File: src/rtl/score_scan_pkg.sv
// Purpose: shared constants, converter state type and helpers for the score display path.
// Latency: n/a (declarations and pure functions only).
// Backpressure: n/a.
package score_scan_pkg;

  localparam int NUM_DIGITS = 4;
  localparam int SCORE_W    = 14;
  localparam int BCD_W      = 4 * NUM_DIGITS;

  localparam logic [3:0]         BLANK_CODE = 4'hF;
  localparam logic [SCORE_W-1:0] SCORE_MAX  = 14'd9999;

  // Converter sequencing: wait for a score, run the double-dabble steps, publish.
  typedef enum logic [1:0] {
    IDLE   = 2'd0,
    SHIFT  = 2'd1,
    COMMIT = 2'd2
  } conv_state_e;

  // Scores beyond four decimal digits saturate to the largest displayable value.
  function automatic logic [SCORE_W-1:0] clamp_score(input logic [SCORE_W-1:0] v);
    return (v > SCORE_MAX) ? SCORE_MAX : v;
  endfunction

  // Double-dabble correction: every BCD nibble of 5 or more gets 3 added before the shift.
  function automatic logic [BCD_W-1:0] add3_nibbles(input logic [BCD_W-1:0] b);
    logic [BCD_W-1:0] r;
    r = b;
    for (int i = 0; i < NUM_DIGITS; i++) begin
      if (b[i*4 +: 4] >= 4'd5) begin
        r[i*4 +: 4] = b[i*4 +: 4] + 4'd3;
      end
    end
    return r;
  endfunction

endpackage

File: src/rtl/bin2bcd_seq.sv
// Purpose: sequential binary-to-BCD converter (shift-and-add-3) with a one-deep pending slot.
// Latency: start in cycle T -> bcd_valid in cycle T+15 (14 shift steps + commit).
// Backpressure: none; starts while busy are held as pending (last one wins) and chained at commit.
module bin2bcd_seq
  import score_scan_pkg::*;
(
  input  logic               clk,
  input  logic               rst,
  input  logic               start,
  input  logic [SCORE_W-1:0] value,
  output logic               busy,
  output logic [BCD_W-1:0]   bcd_out,
  output logic               bcd_valid
);

  conv_state_e        state;
  conv_state_e        nxt;
  logic [SCORE_W-1:0] bin_sr;
  logic [BCD_W-1:0]   acc;
  logic [BCD_W-1:0]   acc_adj;
  logic [3:0]         step;
  logic               pend_vld;
  logic [SCORE_W-1:0] pend_val;
  logic               load_now;
  logic [SCORE_W-1:0] load_val;

  // A new conversion begins from IDLE on a strobe, or straight out of COMMIT when
  // another value is waiting; a strobe in the COMMIT cycle is newer than the pending one.
  assign load_now = ((state == IDLE) && start) ||
                    ((state == COMMIT) && (start || pend_vld));
  assign load_val = start ? clamp_score(value) : pend_val;
  assign acc_adj  = add3_nibbles(acc);
  assign bcd_out  = acc;

  // State register.
  always_ff @(posedge clk) begin
    if (rst) begin
      state <= IDLE;
    end else begin
      state <= nxt;
    end
  end

  // Next-state: 14 SHIFT steps (step 0..13), then one COMMIT cycle.
  always_comb begin
    nxt = state;
    case (state)
      IDLE:    if (start) nxt = SHIFT;
      SHIFT:   if (step == 4'd13) nxt = COMMIT;
      COMMIT:  nxt = (start || pend_vld) ? SHIFT : IDLE;
      default: nxt = IDLE;
    endcase
  end

  // Outputs: busy covers the whole conversion, bcd_valid marks the publish cycle.
  always_comb begin
    busy      = 1'b0;
    bcd_valid = 1'b0;
    case (state)
      SHIFT:   busy = 1'b1;
      COMMIT:  begin
        busy      = 1'b1;
        bcd_valid = 1'b1;
      end
      default: ;
    endcase
  end

  // Datapath: load a fresh operand, or shift {acc, bin_sr} left after the add-3 correction.
  always_ff @(posedge clk) begin
    if (rst) begin
      bin_sr <= '0;
      acc    <= '0;
      step   <= '0;
    end else if (load_now) begin
      bin_sr <= load_val;
      acc    <= '0;
      step   <= '0;
    end else if (state == SHIFT) begin
      acc    <= {acc_adj[BCD_W-2:0], bin_sr[SCORE_W-1]};
      bin_sr <= {bin_sr[SCORE_W-2:0], 1'b0};
      step   <= step + 4'd1;
    end
  end

  // Pending slot: strobes during SHIFT overwrite it; COMMIT always consumes or discards it.
  always_ff @(posedge clk) begin
    if (rst) begin
      pend_vld <= 1'b0;
      pend_val <= '0;
    end else if ((state == SHIFT) && start) begin
      pend_vld <= 1'b1;
      pend_val <= clamp_score(value);
    end else if (state == COMMIT) begin
      pend_vld <= 1'b0;
    end
  end

endmodule

File: src/rtl/score_scan.sv
// Purpose: score to 4-digit multiplexed 7-seg feed (BCD conversion, leading-zero blanking, scan).
// Latency: load in T -> new value displayed from T+16; digit/an registered one cycle after scan index.
// Backpressure: none; loads while busy are queued one deep (last wins), scanning never stalls.
module score_scan
  import score_scan_pkg::*;
#(
  parameter int REFRESH_DIV = 50000
) (
  input  logic               clk,
  input  logic               rst,
  input  logic [SCORE_W-1:0] score_in,
  input  logic               score_load,
  output logic               busy,
  output logic [3:0]         digit,
  output logic [3:0]         an
);

  localparam logic [15:0] PRESC_LAST = 16'(REFRESH_DIV - 1);

  logic [BCD_W-1:0] bcd;
  logic             bcd_valid;
  logic [BCD_W-1:0] disp;
  logic [15:0]      presc;
  logic [1:0]       scan_idx;
  logic [3:0]       nib;
  logic             blank;
  logic [3:0]       code;
  logic             d3z;
  logic             d2z;
  logic             d1z;

  bin2bcd_seq u_conv (
    .clk       (clk),
    .rst       (rst),
    .start     (score_load),
    .value     (score_in),
    .busy      (busy),
    .bcd_out   (bcd),
    .bcd_valid (bcd_valid)
  );

  // Displayed value only moves at commit, so the scan never shows a half-converted number.
  always_ff @(posedge clk) begin
    if (rst) begin
      disp <= '0;
    end else if (bcd_valid) begin
      disp <= bcd;
    end
  end

  // Prescaler sets the dwell time per digit; each wrap advances the scan index.
  always_ff @(posedge clk) begin
    if (rst) begin
      presc    <= '0;
      scan_idx <= '0;
    end else if (presc == PRESC_LAST) begin
      presc    <= '0;
      scan_idx <= scan_idx + 2'd1;
    end else begin
      presc <= presc + 16'd1;
    end
  end

  assign d3z = (disp[15:12] == 4'd0);
  assign d2z = (disp[11:8]  == 4'd0);
  assign d1z = (disp[7:4]   == 4'd0);

  // Select the nibble for the current slot and blank it if it is a leading zero.
  always_comb begin
    nib   = disp[{scan_idx, 2'b00} +: 4];
    blank = 1'b0;
    case (scan_idx)
      2'd3:    blank = d3z;
      2'd2:    blank = d3z & d2z;
      2'd1:    blank = d3z & d2z & d1z;
      default: blank = 1'b0;
    endcase
    code = blank ? BLANK_CODE : nib;
  end

  // Register digit and anode together so the decoder never sees them skewed.
  always_ff @(posedge clk) begin
    if (rst) begin
      an    <= 4'b1111;
      digit <= BLANK_CODE;
    end else begin
      an    <= 4'b1111 ^ (4'b0001 << scan_idx);
      digit <= code;
    end
  end

endmodule

File: config.mk
export PLATFORM = sky130hd
export DESIGN_NAME = score_scan
export DESIGN_NICKNAME = d
export VERILOG_FILES = /design/src/rtl/score_scan_pkg.sv /design/src/rtl/bin2bcd_seq.sv /design/src/rtl/score_scan.sv
export SDC_FILE = /design/constraint.sdc
export NUM_CORES = 1
export LEC_CHECK = 0
export CORE_MARGIN = 3
export CORE_UTILIZATION = 50
export CTS_CLUSTER_SIZE = 14
export DETAILED_ROUTE_END_ITERATION = 6
export PLACE_DENSITY = 0.71
export SLEW_MARGIN = 30
export SYNTH_ARGS = -nofsm -noshare
export SYNTH_HDL_FRONTEND = slang
export SYNTH_SLANG_ARGS = --single-unit
export TNS_END_PERCENT = 10
File: constraint.sdc
create_clock -name clk -period 2.1 [get_ports clk]
set_input_delay 0.42 -clock clk [delete_from_list [all_inputs] [get_ports clk]]
set_output_delay 0.42 -clock clk [all_outputs]
set_load 0.02 [all_outputs]
=== Word-level counts from Yosys, hierarchy flattened ===
Cells that the tools add are included.
Widths: inputs -> output; s select.

* Register bits: 93
* Input bits: 17
* Word-level logic and storage cells: 70
* Output and inout bits: 9

* Multiplexer cells: 17
* $lt $le $gt $ge: 5
* Add/sub/neg operators: 7
* Eq/ne operators: 9
* Bitwise gates (word level): 3
* Shift-type cells: 2
* Reductions and logical operators: 16

{| class="wikitable"
|+ Operators with widths
! cell !! count
|-
| $mux 14 || 4
|-
| $add 16x1->16 const B || 1
|-
| $eq 16x16->1 const B || 1
|-
| $ge 4x3->1 const B || 4
|-
| $shiftx 16x5->4 || 1
|-
| $gt 14x14->1 const B || 1
|-
| $add 4x2->4 const B || 3
|-
| $logic_not 4->1 || 3
|-
| $mux 4 || 3
|-
| $reduce_or 2->1 || 4
|-
| $eq 2x2->1 const B || 3
|-
| $pmux 2 s3 || 1
|-
| $mux 1 || 5
|-
| $add 4x1->4 const B || 1
|-
| $eq 2x1->1 const B || 2
|-
| $eq 4x4->1 const B || 1
|-
| $mux 2 || 2
|-
| $not 4->4 || 1
|-
| $reduce_bool 2->1 || 2
|-
| $shl 1x2->4 const A || 1
|-
| $add 3x2->3 const B || 1
|-
| $logic_and 1x1->1 || 3
|-
| $mux 3 || 1
|-
| $pmux 1 s3 || 1
|-
| other kinds (7) || 9
|}

=== Longest topological paths before layout ===
Gate-level depths: netlist of the first run.

* Word-level depth: 5
* Gate-level depth with buffers: 9
* Mapped depth without buffers: 6

=== Hierarchy ===
Synthesis of the first run repeated with hierarchy kept, for this count alone.

* Cells, all modules: 497
* Area total of the unflattened synthesis: 4505.6 um2

{| class="wikitable"
|+ By module, submodules not included
! module !! times used !! area each (um2) !! seq. area each (um2) !! cells an instance
|-
| bin2bcd_seq || 1 || 2730.1 || 1021.0 || 324
|-
| score_scan || 1 || 1775.5 || 840.8 || 173
|}

=== Worst setup path after synthesis of the first run ===
Ideal clock, no wire load.

* Path kind: reg2reg
* Start: register u_conv.state[0]
* End: register u_conv.acc[13], in the netlist u_conv.bcd_out[13]
* Data required time: 2.027 ns
* Setup time: 0.073 ns
* Setup slack: 0.489 ns
* Buffers on the path: 3
* Data arrival time: 1.538 ns
* Stages on the path, launching flop included: 10
* Clock period less this slack: 1.611 ns
* Cells stage by stage: dfxtp_1 > inv_1 > ha_1 > buf_4 > o21ai_4 > a21boi_2 > buf_6 > nand2_4 > buf_6 > a31oi_4

* Word-level cells in the longest chain between the ends: 4
* Elaborated cells on any way between the ends: 7
* Those cells by class: 2 x eq/ne; 5 x reduce/logical

{| class="wikitable"
|+ RTL lines
! what !! RTL line !! text
|-
| from (decl) || bin2bcd_seq.sv:16 || <nowiki>conv_state_e state;</nowiki>
|-
| from (signal assigned) || bin2bcd_seq.sv:40 || <nowiki>state <= nxt;</nowiki>
|-
| $eq 2x2->1 or $logic_not 2->1 (tied branches) || bin2bcd_seq.sv:30, bin2bcd_seq.sv:29 ||
|-
| $logic_and 1x1->1, on equally long branches || bin2bcd_seq.sv:30, bin2bcd_seq.sv:29 ||
|-
| $logic_or 1x1->1 || bin2bcd_seq.sv:29 || <nowiki>assign load_now = ((state == IDLE) && start) ||</nowiki>
|-
| $reduce_or 2->1 (no source line) || - ||
|-
| to (signal assigned) || bin2bcd_seq.sv:80 || <nowiki>acc <= {acc_adj[BCD_W-2:0], bin_sr[SCORE_W-1]};</nowiki>
|-
| to (decl) || bin2bcd_seq.sv:19 || <nowiki>logic [BCD_W-1:0] acc;</nowiki>
|}

Several ways; a longest one is shown, not always the timed one.
A chain may end at the register's enable or synchronous reset.

=== Final worst setup path of the first run ===
* Start: register u_conv.state[0]
* End: output busy

* Word-level cells in the longest chain between the ends: 3
* Elaborated cells on any way between the ends: 4
* Those cells by class: 2 x eq/ne; 1 x mux; 1 x reduce/logical

{| class="wikitable"
|+ RTL lines
! what !! RTL line !! text
|-
| $eq 2x1->1 or $eq 2x2->1 (tied branches) || bin2bcd_seq.sv:59 || <nowiki>case (state)</nowiki>
|-
| $reduce_or 2->1 (no source line) * || - ||
|-
| $mux 1 * || bin2bcd_seq.sv:59 ||
|-
| to (decl) || score_scan.sv:13 || <nowiki>output logic busy,</nowiki>
|}

Every way passes the cells marked *; elsewhere a longest branch is shown, timed or not.

==> flow_summary.yaml, run 1 <==
cts:
  root_buffer: "clkbuf_8"
  cts_buffers: 9
  cts.htree.levels: 3
  cts_hold_buffers: 0
  tritoncts: "done"
  cts_resized: 1
  post-cts-setup-buffers: 0
  clock-sinks: 93
  cts_buffer_depth: 2
  clkLatencyLatePin_ns: 0.35
  clkTransAtPathRegs_ns: 0.09
layout:
  layout.area.seq_um2: 1862
  drive_gt1_frac: 0.1568
  fin_util: 0.5947
  synthToLayoutAreaGrowth_pct: 11.84
  multi_input_area_um2: 2421
  finish.instance_area_um2: 5034
  final_nets: 523
  diodes: 0
  fillers: 718
hold_path:
  worstHoldPathCells: 2
  hold_path.class: "flip-flop to flip-flop"
setup_path:
  cp.depth: 3
  critPathMaxFanout: 4
  crit_chain: "inv_1, ha_1, dlygate4sd2_1"
  setup.worst_path.end_class: "primary output"
  worstSetupPathType: "flip-flop to primary output"
  max_stage_delay_ns: 0.39
  critical_path_required_ns: 1.68
  crit_slowest_cell: "dfxtp_1"
  critical_path_arrival_ns: 1.41
  path_buf_inv: 2
  critPathTopFamily: "buffers and inverters"
  cp-start-kind: "flip-flop"
  ff2ff_path_depth: 5
die:
  die_area_um2: 10180
  io_pins: 26
  core-area_um2: 8464
  initial_core_util: 0.5317
  rows: 33
  die_width_um: 100.9
  die_y_um: 100.9
timing:
  hold_viol: 0
  drv_slew: 0
  max_freq_mhz: 546.9
  max-slew-margin-rel: 0.7490
  finalSetupTns_ns: 0
  fin_crit_ns: 1.829
  worstMarginPinSlew_ns: 0.3743
  fin_ws_ns: 0.2714
  skew_ns: 0.01154
  finalCritPeriodShare: 0.8708
  rsz0062_at_grt: "no"
  setup_viol: 0
synth:
  synthArstFlopShare: 0
  synthesis.area_um2: 4501
  yosysTopAreaCell: "dfxtp_1"
  yosysWarnings: 0
  synth-edff-count: 0
  synthesis.instances: 463
  synth_ff_type: "dfxtp_1"
  yosysUniqueCellTypes: 61
  synthesis.nets: 500
  synth-seq-cells: 93
  ys_seq_area_frac: 0.4137
  netlist.area_leader.share: 0.4137
  synth_common_cells: "dfxtp_1, nor2_1, nand2_1"
  synth.area.top_cells: "dfxtp_1, ha_1, mux2i_1"
  yosysMostFrequentCell: "dfxtp_1"
  synth.avg_cell_area_um2: 9.720
placement:
  numPortBuffers: 25
  place_congestion: 0.8134
  dp_slack_ns: 0.04294
  placed_cell_area_um2: 4857
  dp_hpwl_um: 6257
power:
  power.internal_mw: 2.525
  pwr-share-comb: 0.143
  p_leak_nw: 1.839
  p_seq_frac: 0.544
  power_switching_mw: 0.9284
  total_power_mw: 3.454
  p_per_area_nw_per_um2: 686.2
  irDropWorstVdd_uv: 326.2
  clkPwrFrac: 0.313
  switching_share: 0.2688
grt:
  track_usage: 0.1809
  grt_max_degree: 28
  antenna_found_initial: 0
  grt_pass1_wl_um: 14770
  first_global_vias: 3144
  overflow: 0
route:
  ant_nets: 0
  drc: 0
  routed_wl_um: 8635
  routedWlPerCell_um: 14.49
  initialDrtViolationCount: 152
  vias: 3340
  dr.pass1.iters: 4
  via_per_inst: 5.604
run_status:
  outcome: "completed"
run:
  maxCapViolCount: 0
-- worst min-delay path, cell delays in order (launching register included) --
cell and delay, ns:
dfxtp_1 0.32, nand2_1 0.05, a21oi_1 0.05
-- stage by stage --
stage               instances  hold WS, ns
CTS                       596       0.4596
floorplan                 463       0.4261
detailed placement        580       0.4458
global route              596       0.4877
finish                    596       0.4596
global placement          580       0.4418
-- cells by family after synthesis --
| logic type | synth area share |
|---|---|
| and+or+nand+nor | 0.1949 |
| DFF | 0.4137 |
| buffers and inverters | 0.04893 |
| xor gates and xnor gates | 0.04087 |
| muxes | 0.09091 |
| adders and majority gates | 0.05560 |
| AOI/OAI and AO/OA | 0.1551 |
-- registers in the layout, summed over array words and instances (netlist names) --
register / count
scan_idx: 2
u_conv.bcd_out: 16
presc: 16
an: 4
u_conv.pend_vld: 1
u_conv.pend_val: 14
disp: 16
u_conv.bin_sr: 14
digit: 4
u_conv.state: 2
u_conv.step: 4
-- path summary, 6_finish.rpt --
| check | from | end | slack (ns) |
|---|---|---|---|
| max reg2reg | u_conv.state[1] | u_conv.pend_val[9] | 0.40 |
| max | u_conv.state[0] | busy | 0.27 |
| min reg2reg | u_conv.pend_val[11] | u_conv.pend_val[11] | 0.46 |
| min | u_conv.pend_val[11] | u_conv.pend_val[11] | 0.46 |
-- power by group through the flow --
stage / clock, mW / combinational [mW] / sequential, mW
after detailed placement: 0 / 0.496 / 1.92
final: 1.08 / 0.495 / 1.88
after floorplan: 0 / 0.348 / 1.91
after global routing: 1.20 / 0.545 / 1.89
after CTS: 1.11 / 0.496 / 1.88
after global placement: 0 / 0.483 / 1.92
-- cell type report --
| type | count | area share |
|---|---|---|
| clock inverters | 4 | 0.006463 |
| flip-flops and latches | 93 | 0.3699 |
| multi-input cells | 324 | 0.4810 |
| inverters | 18 | 0.01342 |
| well taps | 105 | 0.02610 |
| repair buffers | 40 | 0.07432 |
| clock buffers | 12 | 0.02883 |
-- cells in the final DEF, fill, tap and decap left out, types with 8 or more instances in the layout --
cell,n
and3_1,10
clkbuf_8,10
ha_1,19
nor2_1,52
nand2_1,29
dfxtp_1,93
mux2i_1,24
a211oi_1,9
nor2b_1,9
clkdlybuf4s50_1,24
nand3_1,13
buf_4,14
inv_1,17
o21ai_0,9
a21oi_1,20
xor2_1,15
nand2b_1,8
-- routing by layer --
| metal | share of wire | vias up | GRT usage |
|---|---|---|---|
| li1 | - | 1690 | - |
| met1 | 0.50 | 1583 | 0.2444 |
| met2 | 0.46 | 56 | 0.2927 |
| met3 | 0.033 | 11 | 0.03668 |
| met4 | 0.013 | 0 | 0.05285 |
| met5 | 0 | - | 0 |
(Power assumes the default switching activity.)
==> inputs of run 2 (changes only) <==
--- a/config.mk
+++ b/config.mk
@@ -5,10 +5,12 @@
 export SDC_FILE = /design/constraint.sdc
 export NUM_CORES = 1
 export LEC_CHECK = 0
+export ABC_AREA = 1
 export CORE_MARGIN = 3
 export CORE_UTILIZATION = 50
 export CTS_CLUSTER_SIZE = 14
 export DETAILED_ROUTE_END_ITERATION = 6
+export HOLD_SLACK_MARGIN = 0.1
 export PLACE_DENSITY = 0.71
 export SLEW_MARGIN = 30
 export SYNTH_ARGS = -nofsm -noshare
==> run 2 against run 1 <==
Utilization down 0.94 points. Global-route usage up 1.3 points. Critical path depth is the same. Sequential cell count stayed put. Cell count is 28% higher. Setup slack got worse by 0.058 ns. Count of clock-buffer cells in the layout rose by 1. Register-to-register slack about the same. Clock power is 13% higher. Fmax is 3.1% lower. Largest power group unchanged.
==> flow_summary.yaml, run 2 <==
run_status:
  outcome: "completed"
route:
  routed_wl_um: 9476
  initialDrtViolationCount: 197
  routedWlPerCell_um: 12.39
  ant_nets: 0
  drc: 0
  vias: 3987
  via_per_inst: 5.212
  dr.pass1.iters: 4
synth:
  synth-edff-count: 0
  yosysUniqueCellTypes: 38
  synthesis.area_um2: 4518
  synth.area.top_cells: "dfxtp_1, a21oi_1, o21ai_0"
  synth.area.mux_share: 0
  synth_compound_area_frac: 0.1850
  synthArstFlopShare: 0
  ys_seq_area_frac: 0.4121
  synth_top_family_by_area: "simple AND/OR/NAND/NOR gates"
  synthesis.instances: 623
  synth_common_cells: "dfxtp_1, nand2_1, inv_1"
  yosysMostFrequentCell: "dfxtp_1"
  synthesis.nets: 660
  yosysWarnings: 0
  synth-seq-cells: 93
  netlist.area_leader.share: 0.4121
  synthAdderAreaFrac: 0.05539
  synth_xor_area_frac: 0.01745
  yosysTopAreaCell: "dfxtp_1"
  synth_simple_gate_area_share: 0.2279
  synth_ff_type: "dfxtp_1"
  synth.avg_cell_area_um2: 7.252
placement:
  placed_cell_area_um2: 4927
  numPortBuffers: 25
  place_congestion: 0.8864
  dp_hpwl_um: 7026
setup_path:
  rrSetupSlack_ns: 0.39
  worst_r2r_endpoint: "digit[2]"
  critPathTopFamily: "buffers and inverters"
  path_buf_inv: 2
  max_stage_delay_ns: 0.37
  crit_slowest_cell: "dfxtp_1"
  r2r_start: "scan_idx[0]"
  setup.worst_path.end_class: "primary output"
  cp-start-kind: "flip-flop"
  crit_path_start: "u_conv.state[0]"
  critPathMaxFanout: 3
  critical_path_arrival_ns: 1.47
  ff2ff_path_depth: 7
  crit_chain: "inv_1, ha_1, dlygate4sd2_1"
  critical_path_required_ns: 1.68
  worstSetupPathType: "flip-flop to primary output"
hold_path:
  min_from: "u_conv.bin_sr[0]"
  worstHoldPathCells: 2
  hold_end: "u_conv.bin_sr[0]"
  hold_path.class: "flip-flop to flip-flop"
cts:
  tritoncts: "done"
  cts.htree.levels: 3
  clkLatencyLatePin_ns: 0.36
  clock-sinks: 93
  cts_buffer_depth: 2
  post-cts-setup-buffers: 0
  root_buffer: "clkbuf_8"
  clkTransAtPathRegs_ns: 0.09
  cts_buffers: 9
grt:
  busiest_layer: "met2"
  grt_util_met1: 0.2316
  track_usage: 0.1940
  met2_usage: 0.3340
  grt_max_degree: 29
  overflow: 0
  grt_pass1_wl_um: 16150
  globalRouteMet3Util: 0.04567
  first_global_vias: 3832
  antenna_found_initial: 0
layout:
  diodes: 0
  fin_util: 0.5852
  synthToLayoutAreaGrowth_pct: 13.51
  drive_gt1_frac: 0.07610
  finish.instance_area_um2: 5129
  multi_input_area_um2: 2195
  final_nets: 689
  fillers: 817
  mostFrequentLayoutCells: "dfxtp_1, nand2_1, inv_1, a21oi_1, o21ai_0"
  layout.area.seq_um2: 1862
  final_common_cell: "dfxtp_1"
timing:
  finalCritPeriodShare: 0.8984
  skew_ns: 0.007770
  max-slew-margin-rel: 0.6873
  fin_crit_ns: 1.887
  hold_viol: 0
  worstMarginPinSlew_ns: 0.4655
  finalSetupTns_ns: 0
  holdWs_ns: 0.4699
  setup_viol: 0
  max_freq_mhz: 530.1
  drv_slew: 0
  rsz0062_at_grt: "no"
die:
  rows: 34
  core-area_um2: 8763
  die_area_um2: 10210
  die_width_um: 101.1
  die_y_um: 101.1
  initial_core_util: 0.5156
  io_pins: 26
power:
  p_per_area_nw_per_um2: 1069
  irDropWorstVdd_uv: 549.4
  p_leak_nw: 2.165
run:
  maxCapViolCount: 0
==> run 2: cell count changes after synthesis, moves of 10 or more <==
cell and delta:
o21ai_0 +59, mux2i_1 -24, a21oi_1 +51, nand3_1 +33, and3_1 -10, inv_1 +67, xor2_1 -10, nor2_1 +10
nand2_1 +61
==> run 2: where the power goes <==
| part | total, mW | internal [mW] | switching (mW) |
|---|---|---|---|
| Combinational | 1.89 | 0.720 | 1.17 |
| Sequential | 2.37 | 2.15 | 0.227 |
| Clock | 1.22 | 0.617 | 0.606 |
| Total | 5.48 | 3.48 | 2.00 |
==> run 2: layer usage <==
layer	wire (um)	vias to the layer above
met5	0	-
met4	210	0
met3	368	17
met2	4661	80
met1	4235	1809
li1	-	2081
==> run 2: through the flow <==
stage / power, mW / cells / worst slack, ns
3_5_place_dp: 4.309 / 749 / 0.1561
2_1_floorplan: 3.730 / 623 / 0.6460
3_3_place_gp: 4.249 / 749 / 0.1961
5_1_grt: 5.910 / 765 / 0.1332
6_report: 5.484 / 765 / 0.2134
4_1_cts: 5.539 / 765 / 0.1691
==> run 2: cell type report <==
class | count | share of cell area
Clock buffer | 13 | 0.03098
Clock inverter | 3 | 0.008539
Timing Repair Buffer | 44 | 0.07880
Multi-Input combinational cell | 416 | 0.4279
Sequential cell | 93 | 0.3630
Tap cell | 108 | 0.02635
Inverter | 88 | 0.06441
==> run 2: worst max path at each step <==
stage                           to  slack [ns]  cells past startpoint
2_1_floorplan  u_conv.pend_val[10]        0.65                     10
4_1_cts                       busy        0.17                      3
3_3_place_gp      u_conv.bin_sr[4]        0.20                      7
6_report                      busy        0.21                      3
3_5_place_dp      u_conv.bin_sr[8]        0.16                      8
5_1_grt                       busy        0.13                      3
==> run 2: kinds of logic (layout without fill, tap and decap cells) <==
family          count (synthesis)  count (layout)
fa+ha+maj                      20              20
flops                          93              93
xor+xnor                        9               9
simple gates                  230             230
compound gates                157             157
buf+inv                       114             148
==> run 2: tightest hold or removal path: stages, from the launching register on <==
cell and delay (ns):
dfxtp_1 0.32, nand2_1 0.06, a21oi_1 0.05
==> run 2: timing repair <==
action | CTS | global route
endpoints found under the setup margin | 1 | 0
hold buffers | 0 | 0
resized for setup | 1 | 0
==> inputs of run 3 (changes only) <==
--- a/config.mk
+++ b/config.mk
@@ -6,6 +6,7 @@
 export NUM_CORES = 1
 export LEC_CHECK = 0
 export ABC_AREA = 1
+export CORE_ASPECT_RATIO = 1.4
 export CORE_MARGIN = 3
 export CORE_UTILIZATION = 50
 export CTS_CLUSTER_SIZE = 14
==> run 3 against run 2 <==
Worst hold slack got worse by 0.0090 ns. Design area rose by 0.85%. Die area rose by 0.16%. Setup slack improved by 0.056 ns. Register-to-register slack got worse by 0.07 ns. Count of clock-buffer cells in the layout fell by 3. Sequential power barely moved. Power rose by 3.8%. Fmax rose by 3.1%. Sequential share of layout area fell by 0.31 points. Clock power rose by 22%. Clock skew fell by 0.00076 ns. Highest routed layer unchanged.
==> flow_summary.yaml, run 3 (synthesis gave the netlist of run 2 again) <==
timing:
  finalSetupTns_ns: 0
  max_freq_mhz: 546.4
  hold_viol: 0
  holdWs_ns: 0.4608
  drv_slew: 0
  worstMarginPinSlew_ns: 0.4540
  finalCritPeriodShare: 0.8715
  max-slew-margin-rel: 0.6950
  skew_ns: 0.007014
  fin_crit_ns: 1.830
  rsz0062_at_grt: "no"
  setup_viol: 0
grt:
  overflow: 0
  antenna_found_initial: 0
  grt_max_degree: 29
  first_global_vias: 3906
  grt_pass1_wl_um: 17090
  track_usage: 0.2035
run_status:
  outcome: "completed"
layout:
  diodes: 0
  drive_gt1_frac: 0.07198
  fin_util: 0.5940
  finish.instance_area_um2: 5172
  synthToLayoutAreaGrowth_pct: 14.48
  final_common_cell: "dfxtp_1"
  final_nets: 685
  mostFrequentLayoutCells: "dfxtp_1, nand2_1, inv_1, a21oi_1, o21ai_0"
die:
  initial_core_util: 0.5188
  die_width_um: 86.34
  io_pins: 26
  core-area_um2: 8708
  die_area_um2: 10230
  die_y_um: 118.5
  rows: 40
setup_path:
  critical_path_arrival_ns: 1.41
  critical_path_required_ns: 1.68
  cp-start-kind: "flip-flop"
  critPathMaxFanout: 3
  crit_slowest_cell: "dfxtp_1"
  setup.worst_path.end_class: "primary output"
  worstSetupPathType: "flip-flop to primary output"
  max_stage_delay_ns: 0.36
  crit_chain: "inv_1, ha_1, dlygate4sd2_1"
  ff2ff_path_depth: 7
  rrSetupSlack_ns: 0.32
route:
  via_per_inst: 5.298
  dr.pass1.iters: 4
  routedWlPerCell_um: 12.82
  initialDrtViolationCount: 224
  vias: 4016
  drc: 0
  ant_nets: 0
  routed_wl_um: 9720
run:
  maxCapViolCount: 0
cts:
  cts_buffers: 9
  cts_buffer_depth: 2
  tritoncts: "done"
  cts_hold_buffers: 0
  clkTransAtPathRegs_ns: 0.07
  clkLatencyLatePin_ns: 0.34
  cts.htree.levels: 3
  root_buffer: "clkbuf_16"
  clock-sinks: 93
placement:
  place_congestion: 0.8451
  numPortBuffers: 25
  placed_cell_area_um2: 4906
  dp_hpwl_um: 7060
hold_path:
  worstHoldPathCells: 2
  hold_path.class: "flip-flop to flip-flop"
power:
  p_per_area_nw_per_um2: 1101
  p_leak_nw: 2.173
  irDropWorstVdd_uv: 863.2
## run 3: cell count changes in the layout (fill, tap and decap cells not counted), sizes merged
| cell | delta |
|---|---|
| clkinv | +1 |
| buf | -4 |
| bufinv | -1 |
| inv | +1 |
| clkbuf | -3 |
| clkinvlp | +2 |
## run 3: metal layers
metal | global-route usage | vias up | wire length (um)
met5 | 0 | - | 0
met3 | 0.03905 | 20 | 261
li1 | - | 2081 | -
met4 | 0.07505 | 0 | 204
met2 | 0.3611 | 55 | 5104
met1 | 0.2369 | 1860 | 4149
## run 3: stage by stage
stage | std cells | worst slack, ns | power (mW)
2_1_floorplan | 623 | 0.6460 | 3.730
3_3_place_gp | 742 | 0.1005 | 4.183
3_5_place_dp | 742 | 0.05271 | 4.247
4_1_cts | 758 | 0.2413 | 5.729
5_1_grt | 758 | 0.1504 | 6.103
6_report | 758 | 0.2699 | 5.693
## run 3: area by class of cell
class	count	area, um2
fillers	836	3536
multi-input cells	416	2195
flip-flops and latches	93	1862
repair buffers	40	386.6
inverters	88	330.3
clock buffers	10	229.0
well taps	105	131.4
clock inverters	6	38.79
## run 3: worst paths after layout
path,endpoint,startpoint
worst max register to register,u_conv.bcd_out[8],u_conv.state[1]
worst min-delay path,u_conv.bcd_out[3],u_conv.bcd_out[3]
worst min register to register,u_conv.bcd_out[3],u_conv.bcd_out[3]
worst max-delay path,busy,u_conv.state[0]
## run 3: where the power goes
group	total [mW]	internal [mW]	switching, mW
registers	2.38	2.15	0.228
clock network	1.49	0.800	0.685
logic	1.83	0.663	1.17
## run 3: timing repair
item	CTS	global route
buffers inserted	0	0
endpoints found under the setup margin	1	0
gates resized for setup	1	0
## run 3: critical path, delay by kind of cell (launching register included)
family	cells	cell delay, ns
buffers and inverters	2	0.41
flip-flops	1	0.36
adder cells (fa/ha/maj)	1	0.30
